## config.mk

```make
export PLATFORM = sky130hd
export DESIGN_NAME = output_writeback_packer
export DESIGN_NICKNAME = d
export VERILOG_FILES = /design/src/rtl/output_writeback_packer.sv
export SDC_FILE = /design/constraint.sdc
export NUM_CORES = 1
export LEC_CHECK = 0
export ABC_AREA = 1
export CAP_MARGIN = 20
export CORE_MARGIN = 3
export CORE_UTILIZATION = 45
export DETAILED_ROUTE_END_ITERATION = 10
export PLACE_DENSITY = 0.74
export SLEW_MARGIN = 30
export SYNTH_ARGS = -nofsm -noshare
export SYNTH_HDL_FRONTEND = slang
export SYNTH_SLANG_ARGS = --single-unit
```

## constraint.sdc

```tcl
create_clock -name clk -period 4.2 [get_ports clk]
set_input_delay 0.84 -clock clk [delete_from_list [all_inputs] [get_ports clk]]
set_output_delay 0.84 -clock clk [all_outputs]
set_load 0.02 [all_outputs]
```

## src/rtl/output_writeback_packer.sv

```systemverilog
// output_writeback_packer
//   Captures one row of N_DIM_ARRAY activations per handshake, slices it into
//   MEM_DATA_WIDTH words (lowest lane in the LSBs), buffers the words in a
//   small FIFO and writes them to activation memory over a req/gnt port.
//   Word addresses run from cfg_base_addr upward (wrapping modulo 2^ADDR_WIDTH);
//   done pulses one cycle after the last word of the job is granted.
// Ports
//   clk, reset                    clock, synchronous active-high reset
//   start                         1-cycle job start, latches cfg_* (ignored while busy)
//   cfg_base_addr, cfg_num_rows   first word address, rows in job (0 = immediate done)
//   cfg_relu                      only with OUT_RELU_EN: clamp negative lanes to 0
//   in_valid, in_row, in_ready    row input handshake
//   mem_req, mem_gnt              write request / grant
//   mem_addr, mem_wdata           write address / data (FIFO head)
//   busy, done                    job active / job complete pulse
// Configuration macro: OUT_RELU_EN (adds cfg_relu port and lane clamp).
module output_writeback_packer #(
  parameter int unsigned N_DIM_ARRAY    = 16,
  parameter int unsigned ACT_DATA_WIDTH = 8,
  parameter int unsigned MEM_DATA_WIDTH = 32,
  parameter int unsigned FIFO_DEPTH     = 4,
  parameter int unsigned ADDR_WIDTH     = 16
) (
  input  logic                                  clk,
  input  logic                                  reset,
  input  logic                                  start,
  input  logic [ADDR_WIDTH-1:0]                 cfg_base_addr,
  input  logic [15:0]                           cfg_num_rows,
`ifdef OUT_RELU_EN
  input  logic                                  cfg_relu,
`endif
  input  logic                                  in_valid,
  input  logic [N_DIM_ARRAY*ACT_DATA_WIDTH-1:0] in_row,
  output logic                                  in_ready,
  output logic                                  mem_req,
  input  logic                                  mem_gnt,
  output logic [ADDR_WIDTH-1:0]                 mem_addr,
  output logic [MEM_DATA_WIDTH-1:0]             mem_wdata,
  output logic                                  busy,
  output logic                                  done
);

  localparam int unsigned LPW = MEM_DATA_WIDTH / ACT_DATA_WIDTH;
  localparam int unsigned WPR = N_DIM_ARRAY / LPW;
  localparam int unsigned WIW = (WPR > 1) ? $clog2(WPR) : 1;
  localparam int unsigned PW  = (FIFO_DEPTH > 1) ? $clog2(FIFO_DEPTH) : 1;
  localparam int unsigned RW  = N_DIM_ARRAY * ACT_DATA_WIDTH;

  typedef enum logic [1:0] {S_IDLE, S_CAPTURE, S_PACK, S_DRAIN} state_t;

  state_t                    state;
  logic [RW-1:0]             row_reg;
  logic [RW-1:0]             row_proc;
  logic [WIW-1:0]            word_idx;
  logic [15:0]               rows_captured;
  logic [15:0]               num_rows;
  logic [ADDR_WIDTH-1:0]     base_addr;
  logic [ADDR_WIDTH-1:0]     words_granted;
  logic [MEM_DATA_WIDTH-1:0] fifo_mem [FIFO_DEPTH];
  logic [PW-1:0]             wr_ptr;
  logic [PW-1:0]             rd_ptr;
  logic [PW:0]               count;
  logic [MEM_DATA_WIDTH-1:0] push_word;
  logic                      fifo_full;
  logic                      push;
  logic                      pop;
`ifdef OUT_RELU_EN
  logic                      relu_en;
`endif

  // Clamp is applied on the way into row_reg, so it costs no extra cycle.
  always_comb begin
    row_proc = in_row;
`ifdef OUT_RELU_EN
    if (relu_en) begin
      for (int unsigned k = 0; k < N_DIM_ARRAY; k++) begin
        if (in_row[k*ACT_DATA_WIDTH + ACT_DATA_WIDTH - 1]) begin
          row_proc[k*ACT_DATA_WIDTH +: ACT_DATA_WIDTH] = '0;
        end
      end
    end
`endif
  end

  always_comb begin
    push_word = '0;
    for (int unsigned w = 0; w < WPR; w++) begin
      if (word_idx == WIW'(w)) begin
        push_word = row_reg[w*MEM_DATA_WIDTH +: MEM_DATA_WIDTH];
      end
    end
  end

  assign fifo_full = (count == (PW+1)'(FIFO_DEPTH));
  assign mem_req   = (count != '0);
  assign pop       = mem_req & mem_gnt;
  // A pop in the same cycle frees the slot, so a full FIFO still accepts a push.
  assign push      = (state == S_PACK) && (!fifo_full || pop);
  assign in_ready  = (state == S_CAPTURE);
  assign mem_addr  = base_addr + words_granted;
  assign mem_wdata = mem_req ? fifo_mem[rd_ptr] : '0;

  always_ff @(posedge clk) begin
    if (reset) begin
      state         <= S_IDLE;
      row_reg       <= '0;
      word_idx      <= '0;
      rows_captured <= '0;
      num_rows      <= '0;
      base_addr     <= '0;
      words_granted <= '0;
      wr_ptr        <= '0;
      rd_ptr        <= '0;
      count         <= '0;
      busy          <= 1'b0;
      done          <= 1'b0;
      for (int unsigned i = 0; i < FIFO_DEPTH; i++) fifo_mem[i] <= '0;
`ifdef OUT_RELU_EN
      relu_en       <= 1'b0;
`endif
    end else begin
      done <= 1'b0;
      if (push) begin
        fifo_mem[wr_ptr] <= push_word;
        wr_ptr           <= wr_ptr + PW'(1);
      end
      if (pop) begin
        rd_ptr        <= rd_ptr + PW'(1);
        words_granted <= words_granted + ADDR_WIDTH'(1);
      end
      case ({push, pop})
        2'b10:   count <= count + (PW+1)'(1);
        2'b01:   count <= count - (PW+1)'(1);
        default: count <= count;
      endcase

      case (state)
        S_IDLE: begin
          busy <= 1'b0;
          // busy is still high during the done cycle, which also blocks a restart there.
          if (start && !busy) begin
            base_addr     <= cfg_base_addr;
            num_rows      <= cfg_num_rows;
            rows_captured <= '0;
            words_granted <= '0;
            busy          <= 1'b1;
`ifdef OUT_RELU_EN
            relu_en       <= cfg_relu;
`endif
            if (cfg_num_rows == '0) done  <= 1'b1;
            else                    state <= S_CAPTURE;
          end
        end
        S_CAPTURE: begin
          if (in_valid) begin
            row_reg       <= row_proc;
            word_idx      <= '0;
            rows_captured <= rows_captured + 16'd1;
            state         <= S_PACK;
          end
        end
        S_PACK: begin
          if (push) begin
            if (word_idx == WIW'(WPR - 1)) begin
              state <= (rows_captured == num_rows) ? S_DRAIN : S_CAPTURE;
            end else begin
              word_idx <= word_idx + WIW'(1);
            end
          end
        end
        S_DRAIN: begin
          // No pushes happen here, so the FIFO empties on the pop of its last entry.
          if (pop && count == (PW+1)'(1)) begin
            state <= S_IDLE;
            done  <= 1'b1;
          end
        end
        default: state <= S_IDLE;
      endcase
    end
  end

endmodule

```

==> metrics.md <==
| Metric | Value |
|---|---|
| Crit-path cells | `clkinv_1 -> buf_4 -> o21ai_0 -> a21oi_1 -> clkdlybuf4s50_1` |
| Clk root buf | `clkbuf_16` |
| Worst-Margin Slew | `between 0.9 and 1 ns` |
| Startpoint types | `register` |
| RSZ-0062 raised after global routing | `false` |
| Syn. warnings | `0` |
| Detailed-placement wirelength estimate | `29.9 mm` |
| DRT antenna net count | `0` |
| R2R Path End | `fifo_mem[0][29]` |
| Reg2Reg Setup Slack | `1.27 ns` |
| Syn_area_per_cell | `7.80 um^2` |
| Cts hold-fix bufs | `0` |
| Slew margin rel. | `0.361` |
| DIE WIDTH | `192 um` |
| Initial antenna violation count | `2` |
| Ranking of synthesized cells by area | `dfxtp_1, edfxtp_1, nor2_1, o21ai_0, nand2_1` |
| All-Layer GR Usage | `0.227` |
| Buf+Inv Stages, Crit Path | `3` |
| Fin nets | `2355` |
| Synth unique cells | `between 40 and 50` |
| Initial drt markers | `1411` |
| Crit Path Max Fanout | `33` |
| Clock share of power | `0.279` |
| Period utilisation layout | `0.902` |
| Initial Util | `0.461` |
| Layout cells sized above 1 | `0.0458` |
| Ys flop type | `dfxtp_1` |
| PwrDens | `roughly 580 nW/um^2` |
| Post-route DRC | `0` |
| Rows | `67` |
| Total CTS buffers | `34` |
| Final min period | `approximately 3.8 ns` |
| Final setup vio count | `0` |
| Ys async rst share | `0` |
| Post-synth top area share | `0.265` |
| Via/cell ratio | `roughly 5.2` |
| Net Sw Frac | `0.376` |
| R2R Path Start | `state[0]` |
| Leakage | `0.00740 uW` |
| Hold path start | `num_rows[15]` |
| Clock latency on the worst-skew pair | `0.53 ns` |
| Global placer's final weighted congestion | `just under 0.9` |
| Synthesized instance count | `2004` |
| Setup TNS | `0 ns` |
| Largest net degree at the start of global routing | `approximately 130` |
| Max-cap violation count | `0` |
| Chip height | `192 um` |
| Core area | `approximately 34000 um^2` |
| Routed len/inst | `between 15 and 20 um` |
| Hold/Removal Path Class | `reg -> reg` |
| Post-CTS setup buffer count | `0` |
| Worst Path Arrival | `2.95 ns` |
| IO Count | `217` |
| Clk slew on worst S/H paths | `0.06 ns` |
| Maximum root-to-sink buffer count | `3` |
| Cts repair resizes | `0` |
| Worst Setup End Kind | `primary output` |
| Htree depth | `2` |
| GR Overflow Total | `0` |
| Number of fillers in the final layout | `3056` |
| Post-Syn Area | `between 15000 and 20000 um^2` |
| Worst Reg-to-Reg Cells | `9` |
| Logic pwr share | `0.351` |
| Layout area overhead | `22.7%` |
| Cell count of the worst hold path | `2` |
| Crit path kind | `reg -> out` |
| Die area | `37000 um^2` |
| Crit-path slowest cell | `clkinv_1` |
| EDFF count, synth | `128` |
| CP delay by family, top | `buffers and inverters` |
| Status | `finished clean` |
| Worst Skew | `0.0234 ns` |
| Critical Path Max Stage Delay | `0.65 ns` |
| IO Port Bufs | `216` |
| Global-route wire length before repair | `~67 mm` |
| Fin. max-slew vios | `0` |
| Register area share after synthesis | `0.511` |
| CTS tree | `built` |
| WHS Endpoint | `num_rows[15]` |
| Register share of total power | `0.370` |
| Achievable Freq | `roughly 260 MHz` |
| Synth area leader | `dfxtp_1` |
| Final Core Density | `0.566` |
| Vias in the first global route | `12800` |
| Commonest non-fill, non-tap cell in the layout | `nor2_1` |
| Post-Syn Nets | `2200` |
| Final Hold Fails | `0` |
| CTS Sinks | `335` |
| P_sw | `4200 uW` |
| Pint | `6960 uW` |
| Worst VDD drop | `0.255 mV` |
| Most frequent cells in the layout | `nor2_1, o21ai_0, nand2_1, clkdlybuf4s50_1, dfxtp_1` |
| Drt pass-1 iters | `5` |
| FF+latch count, synth | `335` |
| Via Count | `13800` |
| Worst hold margin | `0.471 ns` |
| Post-Route WL | `43.1 mm` |
| Critical Path RT | `3.36 ns` |
[logic make-up (layout without fill, tap and decap cells)]
| group | Yosys count | count (layout) | share of synthesized area |
|---|---|---|---|
| compound gates | 429 | 429 | 0.144 |
| simple gates | 963 | 963 | 0.248 |
| flops | 335 | 335 | 0.511 |
| other cells | 0 | 3 | 0 |
| buf+inv | 223 | 402 | 0.0596 |
| xor+xnor | 23 | 23 | 0.0129 |
| fa+ha+maj | 31 | 31 | 0.0253 |
[layout make-up]
type,instances,area [um^2],area share
Inverter,106,404,0.0211
Antenna cell,3,7.51,0.000392
Clock inverter,16,226,0.0118
Tap cell,448,561,0.0292
Clock buffer,44,928,0.0484
Multi-Input combinational cell,1446,6730,0.351
Timing Repair Buffer,236,2320,0.121
Sequential cell,335,7990,0.417
[power groups by stage]
stage	sequential, uW	clock (uW)	combinational [uW]
after floorplan	4120	0	2560
after global routing	4180	3290	4350
after global placement	4170	0	3800
final	4130	3110	3910
after detailed placement	4190	0	3860
after CTS	4130	3160	3890
[tightest hold or removal path: stages (launching register included)]
cell	delay (ns)
dfxtp_1	0.31
inv_1	0.06
a21oi_1	0.05
[cell usage after synthesis (2+ instances only)]
| cell type | number |
|---|---|
| a21oi_1 | 143 |
| buf_4 | 4 |
| inv_2 | 3 |
| clkbuf_1 | 72 |
| inv_1 | 98 |
| a21o_1 | 2 |
| o21ai_0 | 252 |
| nand3_1 | 49 |
| nand2_1 | 247 |
| clkinv_1 | 4 |
| nand2_2 | 2 |
| nor2_1 | 597 |
| or2_2 | 5 |
| xor2_1 | 19 |
| ha_1 | 30 |
| o21bai_1 | 3 |
| a31oi_1 | 3 |
| o31ai_1 | 15 |
| nor3_1 | 30 |
| buf_2 | 24 |
| buf_1 | 10 |
| a211oi_1 | 5 |
| nor2_4 | 2 |
| buf_6 | 6 |
| xnor2_1 | 4 |
| nor3_2 | 3 |
| dfxtp_1 | 207 |
| edfxtp_1 | 128 |
| nand2_4 | 3 |
| nand4_1 | 18 |
[worst max path at each step]
stage,depth (start not counted),from,slack (ns),end
CTS,5,register,0.40,mem_wdata[15]
finish,5,register,0.41,mem_wdata[2]
floorplan,2,mem_gnt,0.28,fifo_mem[3][0]
global route,5,register,0.20,mem_wdata[2]
detailed placement,8,mem_gnt,0.70,fifo_mem[0][15]
global placement,8,mem_gnt,0.77,fifo_mem[0][14]
[routing by layer]
metal	up-vias	share of wire	global-route usage	wire [um]
li1	6904	-	-	-
met3	69	0.066	0.0323	2860
met2	494	0.45	0.350	19300
met5	-	0	0	0
met1	6335	0.46	0.334	19900
met4	0	0.023	0.0625	996
[per-stage QoR]
| step | power (uW) | setup WS (ns) | instances | instance area, um^2 |
|---|---|---|---|---|
| after floorplan | 6680 | 0.280 | 2004 | 15600 |
| after global placement | 7980 | 0.769 | 2571 | 18000 |
| after detailed placement | 8050 | 0.700 | 2571 | 18000 |
| after CTS | 11200 | 0.402 | 2631 | 19200 |
| after global routing | 11800 | 0.204 | 2633 | 19200 |
| final | 11200 | 0.413 | 2634 | 19200 |
No activity file was read; power rests on OpenSTA's default activity.
